==> src/rtl/demux_pkg.sv <==
// rtl/demux_pkg.sv - shared constants, types and select helper for the 1-to-9 distributor
package demux_pkg;

  localparam int NUM_LANES      = 9;
  localparam int SEL_W          = 4;
  localparam int DATA_W_DEFAULT = 16;
  localparam int ERR_W_DEFAULT  = 8;

  typedef logic [SEL_W-1:0]     sel_t;
  typedef logic [NUM_LANES-1:0] lane_vec_t;

  // A select addresses a real lane only when it is below the lane count.
  function automatic logic lane_valid(input sel_t sel);
    return int'(sel) < NUM_LANES;
  endfunction

endpackage

==> src/rtl/demux1to9_dist_if.sv <==
// rtl/demux1to9_dist_if.sv - input word stream, nine output lanes and drop status
interface demux1to9_dist_if
  import demux_pkg::*;
#(
  parameter int DATA_W = DATA_W_DEFAULT,
  parameter int ERR_W  = ERR_W_DEFAULT
);

  logic                          in_valid;
  logic                          in_ready;
  logic [DATA_W-1:0]             in_data;
  logic [SEL_W-1:0]              in_sel;
  logic [NUM_LANES-1:0]          out_valid;
  logic [NUM_LANES-1:0]          out_ready;
  logic [NUM_LANES*DATA_W-1:0]   out_data;
  logic                          drop_pulse;
  logic [ERR_W-1:0]              drop_cnt;

  // Producer of input words and consumer of all lanes.
  modport master (
    output in_valid, in_data, in_sel, out_ready,
    input  in_ready, out_valid, out_data, drop_pulse, drop_cnt
  );

  // The distributor itself.
  modport slave (
    input  in_valid, in_data, in_sel, out_ready,
    output in_ready, out_valid, out_data, drop_pulse, drop_cnt
  );

endinterface

==> src/rtl/lane_reg.sv <==
// rtl/lane_reg.sv - one-entry valid/ready holding register for a single output lane
module lane_reg #(
  parameter int DATA_W = 16
) (
  input  logic              clk,
  input  logic              rst_n,
  input  logic              load,
  input  logic [DATA_W-1:0] data,
  input  logic              drain,
  output logic              valid,
  output logic [DATA_W-1:0] q
);

  // Load wins over drain so a same-cycle refill keeps valid high with no bubble;
  // a plain drain clears valid but leaves the last word on q.
  always_ff @(posedge clk or negedge rst_n) begin
    if (!rst_n) begin
      valid <= 1'b0;
      q     <= '0;
    end else if (load) begin
      valid <= 1'b1;
      q     <= data;
    end else if (valid && drain) begin
      valid <= 1'b0;
    end
  end

endmodule

==> src/rtl/demux1to9_dist.sv <==
// rtl/demux1to9_dist.sv - registered 1-to-9 word distributor with per-lane backpressure
module demux1to9_dist
  import demux_pkg::*;
#(
  parameter int DATA_W = DATA_W_DEFAULT,
  parameter int ERR_W  = ERR_W_DEFAULT
) (
  input  logic              clk,
  input  logic              rst_n,
  demux1to9_dist_if.slave   bus
);

  lane_vec_t                   lane_full;
  lane_vec_t                   load;
  logic [DATA_W-1:0]           lane_q [NUM_LANES];
  logic [NUM_LANES*DATA_W-1:0] out_data_flat;
  logic                        sel_ok;
  logic                        in_ready;
  logic                        accept;
  logic                        drop;
  logic                        drop_pulse_q;
  logic [ERR_W-1:0]            drop_cnt_q;

  // Ready mux: an addressed lane can take a word if empty or draining this cycle;
  // invalid selects are always taken so they can be dropped.
  always_comb begin
    sel_ok   = lane_valid(bus.in_sel);
    in_ready = 1'b1;
    for (int k = 0; k < NUM_LANES; k++) begin
      if (sel_ok && (bus.in_sel == sel_t'(k))) begin
        in_ready = !lane_full[k] || bus.out_ready[k];
      end
    end
  end

  // Select decode into a one-hot load vector plus the drop strobe.
  always_comb begin
    accept = bus.in_valid && in_ready;
    drop   = accept && !sel_ok;
    load   = '0;
    for (int k = 0; k < NUM_LANES; k++) begin
      load[k] = accept && sel_ok && (bus.in_sel == sel_t'(k));
    end
  end

  for (genvar k = 0; k < NUM_LANES; k++) begin : g_lane
    lane_reg #(.DATA_W(DATA_W)) u_lane (
      .clk   (clk),
      .rst_n (rst_n),
      .load  (load[k]),
      .data  (bus.in_data),
      .drain (bus.out_ready[k]),
      .valid (lane_full[k]),
      .q     (lane_q[k])
    );
  end

  // Pack the lane registers into the flat output bus, lane k at slice k.
  always_comb begin
    out_data_flat = '0;
    for (int k = 0; k < NUM_LANES; k++) begin
      out_data_flat[k*DATA_W +: DATA_W] = lane_q[k];
    end
  end

  // Drop strobe and saturating drop counter, both updated on the accepting edge.
  always_ff @(posedge clk or negedge rst_n) begin
    if (!rst_n) begin
      drop_pulse_q <= 1'b0;
      drop_cnt_q   <= '0;
    end else begin
      drop_pulse_q <= drop;
      if (drop && (drop_cnt_q != {ERR_W{1'b1}})) begin
        drop_cnt_q <= drop_cnt_q + 1'b1;
      end
    end
  end

  assign bus.in_ready   = in_ready;
  assign bus.out_valid  = lane_full;
  assign bus.out_data   = out_data_flat;
  assign bus.drop_pulse = drop_pulse_q;
  assign bus.drop_cnt   = drop_cnt_q;

endmodule

==> src/flat_wrapper.sv <==
// flat-port wrapper written by rule: the top's interface ports become plain ports
module demux1to9_dist_flat import demux_pkg::*;
#(
  parameter int DATA_W = DATA_W_DEFAULT,
  parameter int ERR_W  = ERR_W_DEFAULT
)
  (clk, rst_n, bus_in_valid, bus_in_data, bus_in_sel, bus_out_ready, bus_in_ready, bus_out_valid, bus_out_data, bus_drop_pulse, bus_drop_cnt);
  demux1to9_dist_if #(.DATA_W(DATA_W), .ERR_W(ERR_W)) bus_i ();
  input  logic clk;
  input  logic rst_n;
  input wire logic [$bits(bus_i.in_valid)-1:0] bus_in_valid;
  input wire logic [$bits(bus_i.in_data)-1:0] bus_in_data;
  input wire logic [$bits(bus_i.in_sel)-1:0] bus_in_sel;
  input wire logic [$bits(bus_i.out_ready)-1:0] bus_out_ready;
  output wire logic [$bits(bus_i.in_ready)-1:0] bus_in_ready;
  output wire logic [$bits(bus_i.out_valid)-1:0] bus_out_valid;
  output wire logic [$bits(bus_i.out_data)-1:0] bus_out_data;
  output wire logic [$bits(bus_i.drop_pulse)-1:0] bus_drop_pulse;
  output wire logic [$bits(bus_i.drop_cnt)-1:0] bus_drop_cnt;
  assign bus_i.in_valid = bus_in_valid;
  assign bus_i.in_data = bus_in_data;
  assign bus_i.in_sel = bus_in_sel;
  assign bus_i.out_ready = bus_out_ready;
  assign bus_in_ready = bus_i.in_ready;
  assign bus_out_valid = bus_i.out_valid;
  assign bus_out_data = bus_i.out_data;
  assign bus_drop_pulse = bus_i.drop_pulse;
  assign bus_drop_cnt = bus_i.drop_cnt;
  demux1to9_dist #(.DATA_W(DATA_W), .ERR_W(ERR_W)) u_core (.clk(clk), .rst_n(rst_n), .bus(bus_i));
endmodule
==> config.mk <==
export PLATFORM = sky130hd
export DESIGN_NAME = demux1to9_dist_flat
export DESIGN_NICKNAME = d
export VERILOG_FILES = /design/src/rtl/demux_pkg.sv /design/src/rtl/demux1to9_dist_if.sv /design/src/rtl/lane_reg.sv /design/src/rtl/demux1to9_dist.sv /design/src/flat_wrapper.sv
export SDC_FILE = /design/constraint.sdc
export NUM_CORES = 1
export LEC_CHECK = 0
export BUFFER_PORTS_ARGS = -buffer_cell sky130_fd_sc_hd__buf_2
export CORE_MARGIN = 5
export CORE_UTILIZATION = 32
export DETAILED_ROUTE_END_ITERATION = 8
export MAX_ROUTING_LAYER = met4
export PLACE_DENSITY = 0.64
export SKIP_LAST_GASP = 1
export SYNTH_ARGS = -nofsm -noshare
export SYNTH_HDL_FRONTEND = slang
export SYNTH_SLANG_ARGS = --single-unit
==> constraint.sdc <==
create_clock -name clk -period 1.6 [get_ports clk]
set_input_delay 0.08 -clock clk [delete_from_list [all_inputs] [get_ports clk]]
set_output_delay 0.08 -clock clk [all_outputs]
set_load 0.03 [all_outputs]
==> results of run 1 <==
Yosys cell counts, drive strengths merged, types with 2 or more instances:
library cell and instances:
xnor2 6, nand3 5, and3 4, a21o 3, nor2 3, and4 4
nand4 6, and2 2, mux2 145, and2b 2, buf 25, nand2 11
inv 6, nand2b 7, a22oi 2, nor2b 3, dfrtp 162, clkbuf 2
layout make-up:
cell class              count  share of cell area
clock inverters            11              0.0115
flip-flops and latches    162               0.445
well taps                 270              0.0370
repair buffers            269               0.199
inverters                   6             0.00247
multi-input cells         216               0.257
clock buffers              20              0.0478
path summary, 6_finish.rpt:
| path | start | endpoint | cells after the start |
|---|---|---|---|
| worst max-delay path | u_core.g_lane[8].u_lane.valid | bus_in_ready | 6 |
| min in group asynchronous | rst_n | u_core.g_lane[1].u_lane.q[10] | 2 |
| worst min-delay path | bus_in_data[9] | u_core.g_lane[8].u_lane.q[9] | 2 |
| max in group asynchronous | rst_n | u_core.g_lane[8].u_lane.q[3] | 3 |
| worst min register to register | u_core.g_lane[8].u_lane.q[0] | u_core.g_lane[8].u_lane.q[0] | 1 |
| worst max register to register | u_core.g_lane[3].u_lane.valid | u_core.g_lane[3].u_lane.q[9] | 6 |
power by group:
part / leakage, nW / switching, W / total (W) / internal (W)
Combinational: 2.31 / 0.00299 / 0.00469 / 0.00170
Sequential: 2.01 / 0.000494 / 0.00554 / 0.00505
Clock: 0.254 / 0.00165 / 0.00380 / 0.00215
stage by stage:
stage / utilization / setup WS, ns
CTS: 0.447 / -0.401
detailed placement: 0.405 / -0.290
global placement: 0.405 / -0.221
finish: 0.456 / -0.355
floorplan: - / -0.140
global route: 0.456 / -0.437
repair_timing:
action	in CTS	in global routing
hold buffers	4	0
gates resized for setup	41	22
pin swaps	6	10
endpoints found under the hold margin	161	0
buffers inserted	6	7
setup endpoints to repair	129	133
cloned	3	1
state kept, by name, summed over array words and instances (netlist names):
name                        flops
u_core.g_lane.u_lane.q        144
u_core.g_lane.u_lane.valid      9
u_core.bus.drop_cnt             8
u_core.bus.drop_pulse           1
kinds of logic (layout without fill, tap and decap cells):
family / Yosys count / in the layout / share of synthesized area
DFF: 162 / 162 / 0.629
muxes: 145 / 145 / 0.258
buffers and inverters: 33 / 306 / 0.0357
and+or+nand+nor: 51 / 51 / 0.0504
xor gates and xnor gates: 7 / 7 / 0.00951
AOI/OAI and AO/OA: 12 / 12 / 0.0153
adders and majority gates: 1 / 1 / 0.00194
layer usage:
layer | up-vias | global-route usage | wire length [µm]
met5 | - | - | 0
li1 | 1964 | - | -
met2 | 132 | 0.256 | 9020
met1 | 2248 | 0.205 | 8240
met3 | 15 | 0.0538 | 1060
met4 | 0 | 0.0428 | 238
==> run summary, run 1 <==
The netlist area before placement is 6450 µm². The max capacitance violation total is 0. In this run the deepest clock path goes through 2 buffers. For this run, the total global-route usage over all layers was measured as 0.163. The run finished, with violations left. The number of H-tree levels came out at 4. The mean number of vias per cell came out at 4.57.

The number of setup violations in the final report is 129. The register area came out at 4060 µm². The total routed wirelength is 18.6 mm.

The core area is 20000 µm². The post-route non-filler standard cell count is 954. The top cell types in the final layout, fill and taps aside, are buf_2 (192), dfrtp_1 (157), mux2_2 (110).

For this configuration, the core starts out at a cell density of 0.322. The number of top-level pins is 195. The power density normalized to cell area is 1540 nW/µm². The number of different library cells in the post-synthesis netlist came out at 39. The DRC violations left came out at 0. The die extent in y came out at 152 µm.

The root buffer cell is clkbuf_16. The post-synthesis net count came out at 444. The number of violations reported at the end of detailed-routing iteration 0 came out at 158. The cell count after synthesis is 411. The count of antenna-violating nets left after detailed routing is 0. The area share of the largest cell type after synthesis is 0.629. Across the routed clock network, the largest skew measured is 0.00956 ns. Setup total negative slack on the finished layout was measured at -20.98 ns. The number of search-and-repair iterations in the first detailed-routing pass came out at 4. The number of antenna violations at the first check in global routing is 0. The number of synthesized flops with an enable pin is 0.

The wire length of the first global-routing pass is 28.7 mm. For this run, the slowest stage of the critical path takes 0.47 ns. The proportion of register bits with asynchronous set or reset after synthesis is 1.00. The arrival time of data at the critical path endpoint is 1.87 ns. The critical path is of the reg2out type.

Together, buffers and inverters on the worst path number 1. The average instance area after synthesis is 15.7 µm². The clock latency at the later pin of the worst-skew pair came out at 0.41 ns. Broken down by cell family, the worst path's largest delay share belongs to simple AND/OR/NAND/NOR gates. The area of the multi-input gates came out at 2350 µm². The final net count came out at 705.

The total half-perimeter wirelength after legalization and detailed placement is 12.9 mm. The via count of the first global-routing pass is 4832. The worst hold slack after final layout is 0.0307 ns. The maximum net fanout on the critical path came out at 2. The fraction of layout cells with a size suffix above 1 is 0.675. For this block, the via count after detailed routing is 4359.

The number of pins with negative max-slew slack in the final report was 0. The tree built by TritonCTS fans out to 162 sinks. The area growth from synthesis to layout is 41.6%. The worst setup path is launched from a register. Timing would allow up to 512 MHz. TritonCTS built the clock tree.

Among all stages on the critical path, the largest delay is contributed by or4_4. The transition time at the pin with the least slew margin came out at 0.416 ns. The most used flip-flop cell after synthesis is dfrtp_1. The count of port buffers added during placement came out at 194. The number of endpoints with negative hold slack in the final report is 0. The summed area of non-filler cells in the final layout is 9130 µm².

After detailed routing, the average wire length per cell comes to 19.5 µm. 0 antenna diodes ended up in the layout. The die is 152 µm wide.

The worst-case vdd ir drop is 0.858 mV. During synthesis, Yosys emitted a total of 0 warnings. The critical path goes through nand2b_1 -> nor2_4 -> or4_4 -> nand3_2 -> a22o_1 -> buf_6.

STA classifies the critical path endpoint as an output pin. Summed over all instances, the cell type with the most area after synthesis is dfrtp_1. For flop-to-flop paths, the worst setup slack is -0.29 ns. The share of synthesized area occupied by flip-flops and latches is 0.629.

The worst path required time came out at 1.52 ns. The power consumption is 0.0140 W. Dividing the final minimum period by the clock period gives 1.22.

The weighted congestion reported at the end of routability-driven placement is 0.829. The global route total overflow came out at 0. Entering global routing, the biggest net connects 43 pins.

The count of standard-cell rows came out at 52. The synthesis-stage register bit count is 162. The total die area came out at 23100 µm². Ranked by total cell area, the synthesized netlist is headed by dfrtp_1 (63%), mux2_2 (23%), mux2_4 (2.1%), buf_4 (1.0%), buf_6 (1.0%).

The static leakage power is 4.57 nW. The TritonCTS buffer count is 17. Setup repair after global routing could not meet its margin everywhere. The post-CTS clock slew at the launch and capture registers of the worst setup and hold paths is 0.07 ns. The area of placed instances came out at 8120 µm².

The filler cell count came out at 1862. The total placed cells including tap cells is 902. The relative slew slack is 0.722.

Leaving out fill and tap cells, the most frequent cell in the layout is buf_2. The minimum period implied by the final worst setup slack is 1.95 ns. The final reports fail on setup timing. The worst hold path belongs to the class in2reg.

The smallest setup slack after layout is -0.355 ns.
(Power assumes the default switching activity.)
==> run 2, diff against run 1 <==
--- a/config.mk
+++ b/config.mk
@@ -10,7 +10,8 @@
 export CORE_UTILIZATION = 32
 export DETAILED_ROUTE_END_ITERATION = 8
 export MAX_ROUTING_LAYER = met4
-export PLACE_DENSITY = 0.64
+export PLACE_DENSITY = 0.62
+export SKIP_CTS_REPAIR_TIMING = 1
 export SKIP_LAST_GASP = 1
 export SYNTH_ARGS = -nofsm -noshare
 export SYNTH_HDL_FRONTEND = slang
==> constraint.sdc (replaced) <==
create_clock -name clk -period 2.4 [get_ports clk]
set_input_delay 0.48 -clock clk [delete_from_list [all_inputs] [get_ports clk]]
set_output_delay 0.48 -clock clk [all_outputs]
set_load 0.03 [all_outputs]
==> run 2 against run 1 <==
- the run ends with hold timing left
- routed wire length shrank 7.9%
- sequential power down 33%
- register-to-register slack gained 0.73 ns
- combinational power fell by 39%
- worst setup slack gained 0.41 ns
- non-clock buffer count is 57 lower
- design area is 8.3% lower
- clock power is 28% lower
- first-iteration DRC count grew 12%
- critical path type is now in2out
- largest cell class unchanged
- largest power group unchanged
==> run summary, run 2 (synthesis results as in run 1) <==
The flow ran to the end, but the final reports show violations. The checks that failed: hold timing. The mean number of vias per cell is 4.60 (+0.63%). The number of cells traversed by the worst register-to-register path came out at 5 (-1). The worst-case vdd ir drop was 0.503 mV (-41%). The total die area came out at 23100 µm² (unchanged). The final net count is 648 (-8.1%). The relative slew slack is 0.627 (-0.0958). The worst hold slack after final layout came out at -0.0185 ns (-0.0492 ns). The number of flip-flops under the largest register name is 144 (unchanged). The critical path goes through buf_2 -> or4b_4 -> nor2_4 -> or4_1 -> nand3_1 -> a22o_1 -> buf_4. The weighted congestion reported at the end of routability-driven placement is 0.863 (+4.1%). The maximum net fanout on the critical path is 10 (+8).

The top cell types in the final layout, fill and taps aside, are buf_2 (192), dfrtp_1 (162), mux2_2 (134). The worst min-delay path category is in2async. The number of endpoints with negative hold slack in the final report is 6 (+6).

The summed negative setup slack over all endpoints came to 0 ns (+20.98 ns). The number of vias in the routed layout was 4129 (-5.3%). The total routed wirelength is 17.1 mm (-7.9%).

The worst register-to-register path begins at u_core.g_lane[3].u_lane.valid. The wire length of the first global-routing pass is 27.3 mm (-4.9%). The end of the worst register-to-register path is u_core.g_lane[3].u_lane.q[5]. The routed wirelength normalized by instance count came out at 19.0 µm (-2.2%).

The transition time at the pin with the least slew margin came out at 0.553 ns (+0.137 ns). The core area is 20000 µm² (unchanged). The arrival time of data at the critical path endpoint is 1.87 ns (about the same).

The TritonCTS buffer count came to 17 (unchanged). TritonCTS built the clock tree. The post-CTS clock slew at the launch and capture registers of the worst setup and hold paths came to 0.07 ns (about the same). The number of sinks driven by the clock tree came out at 162 (unchanged).

The filler cell count is 1892 (+1.6%). The starting utilization of the core area came out at 0.322 (unchanged). The area growth from synthesis to final layout is 29.9%.

The DRC violations left came out at 0 (unchanged). The peak per-stage delay on the critical path is 0.57 ns (+0.10 ns). The fraction of layout cells with a size suffix above 1 came out at 0.629 (-0.0465). The post-layout utilization of the core came to 0.418 (-0.0378). The die extent in y is 152 µm (unchanged). The worst clock skew is 0.00915 ns (-0.000409 ns). The clock latency at the later pin of the worst-skew pair came out at 0.42 ns (about the same). The reg2reg setup slack came to 0.44 ns (+0.73 ns).

The power density normalized to cell area was 1110 nW/µm² (-28%). The static leakage power came out at 4.19 nW (-8.3%). The count of standard-cell rows came out at 52 (unchanged). The number of H-tree levels came to 4 (unchanged). The via count of the first global-routing pass came out at 4543 (-6.0%). The worst path required time came out at 1.92 ns (+0.40 ns).

For the finished layout, the period the worst path requires is 2.35 ns. The number of pins with negative max-slew slack in the final report is 0 (unchanged). Grouping stages by cell kind, the critical path spends the most delay in simple AND/OR/NAND/NOR gates.

For this design, the slowest cell found on the critical path is or4b_4. The aggregate global-route resource usage came to 0.155 (-0.00847). In this run the worst setup path begins at bus_in_sel[0]. The number of antenna violations at the first check in global routing was 0 (unchanged). The max capacitance violation total came to 0 (unchanged). The number of antenna cells inserted is 0 (unchanged). The count of antenna-violating nets left after detailed routing came to 0 (unchanged).

The number of search-and-repair iterations in the first detailed-routing pass is 4 (unchanged). In the finished design, the share of the clock period the worst path needs comes to 0.979. The sum of buffers and inverters on the critical path is 2 (+1). The die width is 152 µm (unchanged). The number of violations reported at the end of detailed-routing iteration 0 is 177 (+12%). u_core.g_lane.u_lane.q holds more flip-flops than any other register. The critical path depth came to 7 (+1). The number of setup violations in the final report is 0 (-100%). The deepest clock path buffer count came to 2 (unchanged). Leaving out fill and tap cells, the most frequent cell in the layout is buf_2. The count of port buffers added during placement is 194 (unchanged).

The largest net degree at the start of global routing came out at 53 (+23%). The worst setup path is captured at an output pin. The global route total overflow is 0 (unchanged). The number of top-level pins is 195 (unchanged). Timing would allow up to 426 MHz. By startpoint and endpoint, the worst setup path is classified as in2out. The tree is rooted in a clkbuf_16. The total half-perimeter wirelength after legalization and detailed placement came out at 12.5 mm (-3.6%). Setup repair after global routing left no endpoint under its margin. STA classifies the critical path startpoint as an input pin.
[run 2: worst max path at each step]
stage	endpoint	slack (ns)
after floorplan	u_core.g_lane[3].u_lane.q[10]	0.22
after global placement	bus_in_ready	0.07
after detailed placement	u_core.g_lane[3].u_lane.q[1]	-0.004
after CTS	bus_in_ready	-0.05
after global routing	bus_in_ready	0.004
final	bus_in_ready	0.05
[run 2: power by group]
part           switching [W]  internal [W]
combinational        0.00191      0.000958
clock                0.00131       0.00142
sequential          0.000355       0.00336
total                0.00357       0.00574
[run 2: per-layer routing]
layer / wire (µm) / track usage / part of all wire / vias up
met2: 8020 / 0.236 / 0.47 / 148
met1: 7880 / 0.204 / 0.46 / 2110
met4: 170 / 0.0381 / 0.0099 / 0
met5: 0 / - / 0 / -
met3: 1020 / 0.0481 / 0.060 / 14
li1: - / - / - / 1857
[run 2: cell type report]
cell class	instances	area (µm²)	area share
clock buffer	17	425	0.0508
clock inverter	15	183	0.0218
inverter	6	22.5	0.00269
multi-input combinational	216	2170	0.260
sequential	162	4050	0.484
tap	270	338	0.0403
timing repair buffer	212	1180	0.141
[run 2: through the flow]
stage	total power [W]	cell area (µm²)	hold slack, ns	cells	worst slack, ns
after floorplan	0.00564	6450	0.184	411	0.216
after global placement	0.00659	7760	0.447	866	0.0742
after detailed placement	0.00667	7760	0.451	866	-0.00379
after CTS	0.00944	8360	-0.00985	898	-0.0529
after global routing	0.00975	8370	0.00178	898	0.00362
final	0.00931	8370	-0.0185	898	0.0514
